**src/rtl/counter_step_ctrl.sv**
```systemverilog
// counter_step_ctrl: drives the up/down/clear command pair of the 0-999
// display counter from run ticks, two auto-repeat buttons and a clear.
//
// Ports:
//   i_clk, i_rst     clock, synchronous active-high reset
//   i_tick           one-cycle base-rate pulse (run and repeat time base)
//   i_run, i_run_dir run enable; direction 0 = up, 1 = down
//   i_btn_up/down    debounced user buttons (levels)
//   i_clear          one-cycle clear request
//   i_count          counter value, only used when SATURATE_EN is defined
//   o_up, o_down     registered command pulses, {1,1} = clear
//   o_state          FSM state (IDLE=0 RUN=1 PRESS=2 HOLD=3 REPEAT=4)
//   o_busy           1 while a button is being handled
//
// Build option: define SATURATE_EN to suppress up steps at 999 and down
// steps at 0 instead of letting the counter wrap.

module counter_step_ctrl #(
  parameter int unsigned HOLD_DELAY    = 8,
  parameter int unsigned REPEAT_PERIOD = 2
) (
  input  logic       i_clk,
  input  logic       i_rst,
  input  logic       i_tick,
  input  logic       i_run,
  input  logic       i_run_dir,
  input  logic       i_btn_up,
  input  logic       i_btn_down,
  input  logic       i_clear,
  input  logic [9:0] i_count,
  output logic       o_up,
  output logic       o_down,
  output logic [2:0] o_state,
  output logic       o_busy
);

  typedef enum logic [2:0] {
    S_IDLE   = 3'd0,
    S_RUN    = 3'd1,
    S_PRESS  = 3'd2,
    S_HOLD   = 3'd3,
    S_REPEAT = 3'd4
  } state_t;

  localparam logic [7:0] HOLD_LD = 8'(HOLD_DELAY);
  localparam logic [7:0] RPT_LD  = 8'(REPEAT_PERIOD);

  state_t     state;
  logic       btn_up_q;
  logic       btn_dn_q;
  logic       btn_sel;
  logic [7:0] rpt_cnt;

  logic rise_up;
  logic rise_dn;
  logic press_up;
  logic press_dn;
  logic press;
  logic held;
  logic other_rise;
  logic abort;
  logic cnt_last;
  logic can_up;
  logic can_dn;

  assign rise_up  = i_btn_up & ~btn_up_q;
  assign rise_dn  = i_btn_down & ~btn_dn_q;

  // A rise only counts while the other button is low, so a
  // simultaneous rise of both buttons is never a press.
  assign press_up = rise_up & ~i_btn_down;
  assign press_dn = rise_dn & ~i_btn_up;
  assign press    = press_up | press_dn;

  assign held       = btn_sel ? i_btn_down : i_btn_up;
  assign other_rise = btn_sel ? rise_up : rise_dn;
  assign abort      = ~held | other_rise;
  assign cnt_last   = (rpt_cnt == 8'd1);

`ifdef SATURATE_EN
  assign can_up = (i_count != 10'd999);
  assign can_dn = (i_count != 10'd0);
`else
  logic unused_count;
  assign unused_count = ^i_count;
  assign can_up = 1'b1;
  assign can_dn = 1'b1;
`endif

  // {up, down} command for one step; a blocked step yields 00.
  function automatic logic [1:0] step_cmd(input logic dn);
    step_cmd = dn ? {1'b0, can_dn} : {can_up, 1'b0};
  endfunction

  always_ff @(posedge i_clk) begin
    if (i_rst) begin
      state    <= S_IDLE;
      o_up     <= 1'b0;
      o_down   <= 1'b0;
      btn_up_q <= 1'b1;
      btn_dn_q <= 1'b1;
      btn_sel  <= 1'b0;
      rpt_cnt  <= 8'd0;
    end else begin
      btn_up_q <= i_btn_up;
      btn_dn_q <= i_btn_down;
      o_up     <= 1'b0;
      o_down   <= 1'b0;
      if (i_clear) begin
        o_up   <= 1'b1;
        o_down <= 1'b1;
        state  <= S_IDLE;
      end else if (press) begin
        btn_sel <= press_dn;
        state   <= S_PRESS;
      end else begin
        unique case (state)
          S_IDLE: begin
            if (i_run) state <= S_RUN;
          end
          S_RUN: begin
            if (!i_run) begin
              state <= S_IDLE;
            end else if (i_tick) begin
              {o_up, o_down} <= step_cmd(i_run_dir);
            end
          end
          S_PRESS: begin
            {o_up, o_down} <= step_cmd(btn_sel);
            rpt_cnt        <= HOLD_LD;
            state          <= S_HOLD;
          end
          S_HOLD, S_REPEAT: begin
            if (abort) begin
              state <= S_IDLE;
            end else if (i_tick) begin
              if (cnt_last) begin
                {o_up, o_down} <= step_cmd(btn_sel);
                rpt_cnt        <= RPT_LD;
                state          <= S_REPEAT;
              end else begin
                rpt_cnt <= rpt_cnt - 8'd1;
              end
            end
          end
          default: state <= S_IDLE;
        endcase
      end
    end
  end

  assign o_state = state;
  assign o_busy  = (state == S_PRESS) |
                   (state == S_HOLD) |
                   (state == S_REPEAT);

endmodule

```
**config.mk**
```make
export PLATFORM = sky130hd
export DESIGN_NAME = counter_step_ctrl
export DESIGN_NICKNAME = d
export VERILOG_FILES = /design/src/rtl/counter_step_ctrl.sv
export SDC_FILE = /design/constraint.sdc
export NUM_CORES = 1
export LEC_CHECK = 0
export ABC_AREA = 1
export BUFFER_PORTS_ARGS = -buffer_cell sky130_fd_sc_hd__buf_2
export CORE_UTILIZATION = 45
export DETAILED_ROUTE_END_ITERATION = 10
export PLACE_DENSITY = 0.69
export SETUP_SLACK_MARGIN = 0.5
export SKIP_CTS_REPAIR_TIMING = 1
export SLEW_MARGIN = 0
export SYNTH_ARGS = -nofsm -noshare
export SYNTH_HDL_FRONTEND = slang
export SYNTH_SLANG_ARGS = --single-unit
```
**constraint.sdc**
```tcl
create_clock -name i_clk -period 1.42 [get_ports i_clk]
set_input_delay 0.355 -clock i_clk [delete_from_list [all_inputs] [get_ports i_clk]]
set_output_delay 0.355 -clock i_clk [all_outputs]
set_load 0.005 [all_outputs]
```
; Yosys cells after proc, flatten, opt, wreduce, memory -nomap -nowiden
; Cells that the tools add are included.
[word_totals]
ff_bits = 16
inputBits = 18
output_inout_bits = 6
[op_classes]
n_addsub = 1
eq_ne = 15
muxes = 31
bitwise_logic = 15
n_reduce_logical = 9
[ops]
columns = op, n
row1 = two-way mux 8 bit, 3
row2 = two-way mux 1 bit, 16
row3 = one-hot mux 8 bit (2 select lines), 1
row4 = two-way mux 3 bit, 5
row5 = != test 3 bit (second input constant), 4
row6 = one-hot mux 3 bit (4 select lines), 1
row7 = == test 8 x 1 -> 1 bit (second input constant), 1
row8 = != test 2 bit (second input constant), 4
row9 = != test 4 bit (second input constant), 2
row10 = AND reduction 4 bit, 2
row11 = subtractor 8 x 1 -> 8 bit (second input constant), 1
row12 = NOT 1 bit, 7
row13 = == test 3 x 2 -> 1 bit (second input constant), 2
row14 = two-way mux 2 bit, 3
row15 = one-hot mux 1 bit (3 select lines), 2
row16 = AND reduction 5 bit, 1
row17 = bitwise AND 1 bit, 4
row18 = bitwise OR 1 bit, 4
row19 = OR reduction 2 bit, 2
row20 = == test 3 x 1 -> 1 bit (second input constant), 1
row21 = == test 3 bit (second input constant), 1
row22 = zero test 3 bit, 1
row23 = OR reduction 3 bit, 1
row24 = AND reduction 2 bit, 1
row25 = nonzero test 2 bit, 1

; Depth between registers and ports, before layout
; Gate-level depths: netlist (run 1).
[depth]
word_depth = 8
mapped_depth = 12
ltp_nobuf = 12

; Worst setup path before layout (run 1)
; OpenSTA, ideal clock, no wires.
[synth_timing]
path_type = flip-flop to flip-flop
startpoint = reg rpt_cnt[1]
endpoint = reg state[0], in the netlist o_state[0]
arrival_ns = 1.291
path_slack_ns = 0.013
path_stages_with_launch = 10
synth_period_minus_slack_ns = 1.407
cell_sequence = dfxtp_1 -> inv_1 -> ha_1 -> inv_1 -> nor3_1 -> nand2_1 -> o21ai_0 -> nand2_1 -> o21ai_0 -> nor2_1
[synth_via]
elab_chain_len = 3
[synth_rtl]
columns = element, line_no
row1 = from (decl), 52  ; logic [7:0] rpt_cnt;
row2 = from (signal assigned), 142  ; rpt_cnt <= rpt_cnt - 8'd1;
row3 = == test 8 x 1 -> 1 bit, 78  ; assign cnt_last = (rpt_cnt == 8'd1);
row4 = != test 3 bit (no line), --
row5 = AND reduction 4 bit (no line), --
row6 = to (signal assigned), 97  ; state <= S_IDLE;
row7 = to (signal assigned), 112  ; state <= S_IDLE;
row8 = to (signal assigned), 115  ; state <= S_PRESS;
row9 = to (decl), 48  ; state_t state;
; No other way between the ends.
; A chain may end at the register's enable or synchronous reset.

; Worst setup path after layout (run 1)
[layout_timing]
startpoint = reg state[2], in the netlist o_state[2]
endpoint = out o_busy
[layout_via]
elab_chain_len = 3
[layout_rtl]
columns = element, line_no
row1 = "== test 3 x 2 -> 1 bit, on equally long branches", "153, 154"
row2 = bitwise OR 1 bit, 153  ; assign o_busy = (state == S_PRESS) |
row3 = bitwise OR 1 bit (*), 154  ; (state == S_HOLD) |
row4 = to (decl), 34  ; output logic o_busy
; Every way passes the cells marked *; elsewhere a longest branch is shown, timed or not.

==> results of run 1 <==
[per-layer routing]
metal / routed length (um) / global-route usage, %
met4: 13 / 9.31
met5: 0 / 0
met1: 1160 / 27.4
met2: 1150 / 29.0
met3: 83 / 4.05
[sequential cells by signal, indices dropped and copies added, names as in the netlist]
register and cells:
btn_dn_q 1, o_up 1, btn_sel 1, o_down 1, o_state 3, rpt_cnt 8
btn_up_q 1
[critical path, cell delays in order, from the launching register on]
cell     delay (ps)
dfxtp_4         390
inv_4            50
o21ai_4         220
nand2_4          80
buf_6           110
[per-stage QoR]
step,instances,power (mW)
3_5_place_dp,208,0.717
5_1_grt,217,1.05
4_1_cts,211,0.960
2_1_floorplan,156,0.642
6_report,217,0.993
3_3_place_gp,208,0.713
[worst min path at each step]
stage | start | end | slack, ps | cells after the start
detailed placement | rpt_cnt[2]$_SDFFE_PP0P_ | rpt_cnt[2]$_SDFFE_PP0P_ | 490 | 2
CTS | i_btn_down | btn_dn_q$_SDFF_PP1_ | 290 | 3
floorplan | i_btn_down | btn_dn_q$_SDFF_PP1_ | 450 | 2
finish | i_btn_down | btn_dn_q$_SDFF_PP1_ | 290 | 3
global route | i_btn_down | btn_dn_q$_SDFF_PP1_ | 300 | 3
global placement | rpt_cnt[2]$_SDFFE_PP0P_ | rpt_cnt[2]$_SDFFE_PP0P_ | 470 | 2
[report_power, final]
group	switching (mW)	internal [mW]
clock network	0.146	0.0984
logic	0.150	0.118
registers	0.0173	0.464
total	0.313	0.680
[cell type report]
class | count | area [sq um] | area share [%]
inverter | 26 | 108 | 7.70
timing repair buffer | 33 | 241 | 17.3
clock buffer | 3 | 22.5 | 1.61
tap | 27 | 33.8 | 2.42
multi-input combinational | 112 | 654 | 46.8
sequential | 16 | 338 | 24.2
[cells by family (layout without fill, tap and decap cells)]
kind of cell    Yosys count  in the layout  share of synthesized area, %
compound gates           24             24                          14.4
xor+xnor                  4              4                          3.50
fa+ha+maj                 2              2                          2.50
buf+inv                  28             62                          11.3
flops                    16             16                          32.0
simple gates             82             82                          36.4
[synthesized netlist by cell type (all sizes together)]
master and instances:
ha 2, nand2 46, nand3 9, o21ai 10, nor2 21, nand4 1, or2 1, inv 26
xor2 4, clkbuf 1, o22ai 1, dfxtp 16, a21oi 13, buf 1, nor3 4
==> run metrics, run 1 <==
status=finished, violations left; violations in the final reports=setup timing; antenna violations before repair=0; number of levels in the clock H-tree=1; average via count per standard cell=4.91; RD Place Congestion=0.921; Synth cell types=24; ANT nets after route=0; worst setup path endpoint=o_busy; most frequent standard cell in the layout excluding fill and tap cells=nand2_1; DRC violations left=0; share of the synthesized area in the top cell type=32.0%; Core Rows=16; Area Growth Syn to Fin=39.6%; # clock sinks=16; effective utilization at floorplan=49.5%; post-synthesis instance total=156; floorplan die width=49.2 um; flop2flop setup slack=-30 ps; placeable core region=0.00202 sq mm; Synth Register Bits=16; Reg-to-Reg Start=o_state[0]$_SDFFE_PP0P_; final instance area=0.00140 sq mm; synthesized area per cell=6.42 sq um; Arr. time, crit path=1140 ps; share of the yosys chip area belonging to registers=32.0%; Final Max Tran Viols=0; DIE HEIGHT=49.2 um; Peak supply drop=0.000593 V; setup TNS=-108 ps; R2R depth=11; Worst Slack Setup Final=-70.9 ps; power density relative to cell area=711 mW/mm^2; total vias in the final route=1066; Diodes inserted=0; Filler Cell Count=179; maximum number of pins on one net before global-route repair=10; total clock buffers created by CTS=3; type of origin of the critical path=flop; Critical Path Sink Type=primary output; drt first pass iters=4; core utilization of the finished layout=69.1%; reported max-cap violation count=0; overall track demand over capacity in global routing=19.8%; relative slew slack=82.6%; Fmax achieved=671 MHz; Total Nets Final=212; path type of the worst min-delay path=primary input to flop; biggest area contributors in the synthesized netlist=dfxtp_1 32%, nand2_1 16%, inv_1 9.0%, nor2_1 6.4%, a21oi_1 6.0%; LEAKAGE=0.698 nW; yosys warns=0; clk buf depth=2; Mapped Nets=176; Cell Area, Placed=0.00125 sq mm; Req. time, crit path=1070 ps; area enclosed by the die boundary=0.00242 sq mm; count of input and output buffers=13; setup slack after placement=-71.1 ps; category of the most critical setup path=flop to primary output; time the worst path needs with I/O delays and setup=1490 ps; ratio of final minimum period to clock period=105%; final hold slack=293 ps; average wire length per cell after detail routing=11.1 um; most area-hungry cell type in the Yosys netlist=dfxtp_1; skew final=9.19 ps; clk slew on worst S/H paths=100 ps; peak fanout along the critical path=4; setup repair after global routing missed its margin=yes; Worst Max-Slew Pin Slew=259 ps; global-route congestion overflow total=0; highest-count cells in the layout ignoring fill and taps=39 x nand2_1, 20 x inv_1, 17 x buf_4; root cell of the clock tree=clkbuf_4; Hold Vio Cnt, Final=0; TritonCTS clock tree=done; drt total wl=2400 um; post-synthesis cell area=0.00100 sq mm; number of failing setup endpoints in the final timing report=3; endpoint of the most critical register-to-register path=rpt_cnt[3]$_SDFFE_PP0P_; initial drt markers=21; wire length of the first global-routing pass=3710 um; fraction of final layout cells sized beyond drive strength 1=41.1%; clock latency of the later-clocked register in the worst-skew pair=290 ps; number of global-route vias before repair=905; launching element of the worst setup path=o_state[2]$_SDFFE_PP0P_; number of ports placed on the die boundary=24; DP HPWL=1720 um
Power figures use the tool's default switching activity.
==> run 2, diff against run 1 <==
--- a/config.mk
+++ b/config.mk
@@ -9,9 +9,10 @@
 export BUFFER_PORTS_ARGS = -buffer_cell sky130_fd_sc_hd__buf_2
 export CORE_UTILIZATION = 45
 export DETAILED_ROUTE_END_ITERATION = 10
-export PLACE_DENSITY = 0.69
+export PLACE_DENSITY = 0.66
 export SETUP_SLACK_MARGIN = 0.5
 export SKIP_CTS_REPAIR_TIMING = 1
+export SKIP_LAST_GASP = 1
 export SLEW_MARGIN = 0
 export SYNTH_ARGS = -nofsm -noshare
 export SYNTH_HDL_FRONTEND = slang
==> constraint.sdc (replaced) <==
create_clock -name i_clk -period 1.71 [get_ports i_clk]
set_input_delay 0.4275 -clock i_clk [delete_from_list [all_inputs] [get_ports i_clk]]
set_output_delay 0.4275 -clock i_clk [all_outputs]
set_load 0.005 [all_outputs]
==> run 2 against run 1 <==
Net effect:
- register-to-register slack improved by 260 ps
- clock power grew 5%
- first-iteration DRC count is 33% higher
- clock skew down 8.1 ps
- core utilization decreased by 3.7 points
- sequential share of layout area grew 1.4 points
- largest cell class unchanged
- routed wire length down 0.29%
- combinational power decreased by 23%
- the run now ends clean
- sequential power down 17%
==> run metrics, run 2 (synthesis results as in run 1) <==
status=complete, no violations; Arr. time, crit path=1150 ps (about the same); instance count after placement with tap cells included=194 (-6.7%); share of total power consumed by net switching=30.6% (-0.90 points); Hold Vio Cnt, Final=0 (unchanged); total buffers and inverters traversed by the critical path=2 (unchanged); category of the most critical setup path=flop to primary output; net switching power of the design=264 uW (-16%); cells along the critical path=inv_4 -> o21ai_4 -> nand2_4 -> buf_6; Total Nets Final=204 (-3.8%); relative slew slack=79.8% (-2.8 points); clk slew on worst S/H paths=100 ps (about the same); most frequent standard cell in the layout excluding fill and tap cells=nand2_1; Diodes inserted=0 (unchanged); setup slack after placement=78.2 ps (+149 ps); flop2flop setup slack=230 ps (+260 ps); number of ports placed on the die boundary=24 (unchanged); Final Max Tran Viols=0 (unchanged); LEAKAGE=0.650 nW (-7.0%); Core Rows=16 (unchanged); global-route congestion overflow total=0 (unchanged); maximum number of pins on one net before global-route repair=12 (+2); Worst Slack Setup Final=130 ps (+201 ps); DIE HEIGHT=49.2 um (unchanged); register containing the most flip-flops in the final layout=rpt_cnt; met2 track demand over resource=30.1% (+1.1 points); drt first pass iters=4 (unchanged); effective utilization at floorplan=49.5% (unchanged); most utilized layer in the global route result=met2; total vias in the final route=1016 (-4.7%); Peak supply drop=0.000496 V (-16%); fraction of final layout cells sized beyond drive strength 1=38.3% (-2.8 points); skew final=1.12 ps (-8.07 ps); max reg flops=8 (unchanged); DRC violations left=0 (unchanged); root cell of the clock tree=clkbuf_4; number of global-route vias before repair=854 (-5.6%); P_int=599 uW (-12%); type of origin of the critical path=flop; time the worst path needs with I/O delays and setup=1580 ps; ANT nets after route=0 (unchanged); average via count per standard cell=4.84 (-1.5%); RD Place Congestion=0.837 (-9.1%); Fmax achieved=633 MHz; power density relative to cell area=652 mW/mm^2 (-8.2%); # clock sinks=16 (unchanged); overall track demand over capacity in global routing=19.6% (-0.18 points); DP HPWL=1570 um (-9.0%); peak fanout along the critical path=5 (+1); clock network fraction of total power=29.8% (+5.2 points); ratio of final minimum period to clock period=92.4%; reported max-cap violation count=0 (unchanged); number of levels in the clock H-tree=1 (unchanged); setup TNS=0 ps (+108 ps); Critical Path Sink Type=primary output; Worst Max-Slew Pin Slew=301 ps (+41.8 ps); clock latency of the later-clocked register in the worst-skew pair=280 ps (about the same); non-filler instance count after layout=210 (-3.2%); path type of the worst min-delay path=primary input to flop; initial drt markers=28 (+33%); highest-count cells in the layout ignoring fill and taps=38 x nand2_1, 18 x inv_1, 14 x nor2_1; setup repair after global routing missed its margin=yes; Area Growth Syn to Fin=32.1%; drt total wl=2400 um (-0.29%); Filler Cell Count=197 (+10%); placeable core region=0.00202 sq mm (unchanged); antenna violations before repair=0 (unchanged); global-route track usage on met1=27.4% (+0.053 points); floorplan die width=49.2 um (unchanged); wire length of the first global-routing pass=3660 um (-1.1%); total clock buffers created by CTS=3 (unchanged); count of input and output buffers=13 (unchanged); TritonCTS clock tree=done; biggest cell delay along the critical path=390 ps (about the same); number of failing setup endpoints in the final timing report=0 (-3); Gate power share=23.9% (-3.1 points); Req. time, crit path=1280 ps (+210 ps); met3 usage=3.74% (-0.31 points); Flop pwr share=46.3% (-2.1 points); cell at the slowest stage of the critical path=dfxtp_4; area enclosed by the die boundary=0.00242 sq mm (unchanged); clk buf depth=2 (unchanged); final hold slack=371 ps (+78.1 ps); average wire length per cell after detail routing=11.4 um (+3.0%); delay-heaviest family, CP=flip-flops
==> run 2: worst reg2reg max path, stage by stage, from the launching register on <==
cell and delay [ps]:
dfxtp_4 390, inv_4 50, o21ai_4 230, buf_4 170
inv_4 40, o21ai_4 80, nand2_4 110, inv_4 100
nor2_1 40, nor2_1 120, nor2_2 50
==> run 2: metal layers <==
metal | vias to the layer above | part of all wire (%)
met3 | 2 | 3.5
met5 | - | 0
met4 | 0 | 0.21
met1 | 449 | 47
met2 | 24 | 49
li1 | 541 | -
==> run 2: worst paths after layout <==
check | end | startpoint | depth (start not counted)
min reg2reg | rpt_cnt[4]$_SDFFE_PP0P_ | rpt_cnt[4]$_SDFFE_PP0P_ | 2
max reg2reg | rpt_cnt[6]$_SDFFE_PP0P_ | o_state[2]$_SDFFE_PP0P_ | 10
min | btn_dn_q$_SDFF_PP1_ | i_btn_down | 3
max | o_busy | o_state[2]$_SDFFE_PP0P_ | 4
==> run 2: layout make-up <==
class	instances	area, sq um	share of cell area [%]
repair buffers	24	160	12.1
clock buffers	4	36.3	2.74
well taps	27	33.8	2.55
flip-flops and latches	16	338	25.5
multi-input cells	113	644	48.7
inverters	26	110	8.33
==> run 2: stage by stage <==
step,power (mW),instance area [sq um],util (%)
6_report,0.863,1320,65.4
5_1_grt,0.915,1320,65.4
4_1_cts,0.829,1150,57.1
3_5_place_dp,0.569,1120,55.3
3_3_place_gp,0.565,1120,55.3
2_1_floorplan,0.527,1030,-
==> run 2: power by group through the flow <==
stage / Sequential, mW / Clock (mW) / Combinational, mW
3_3_place_gp: 0.407 / 0 / 0.159
3_5_place_dp: 0.408 / 0 / 0.162
6_report: 0.400 / 0.257 / 0.206
4_1_cts: 0.399 / 0.267 / 0.163
2_1_floorplan: 0.406 / 0 / 0.121
5_1_grt: 0.402 / 0.284 / 0.229
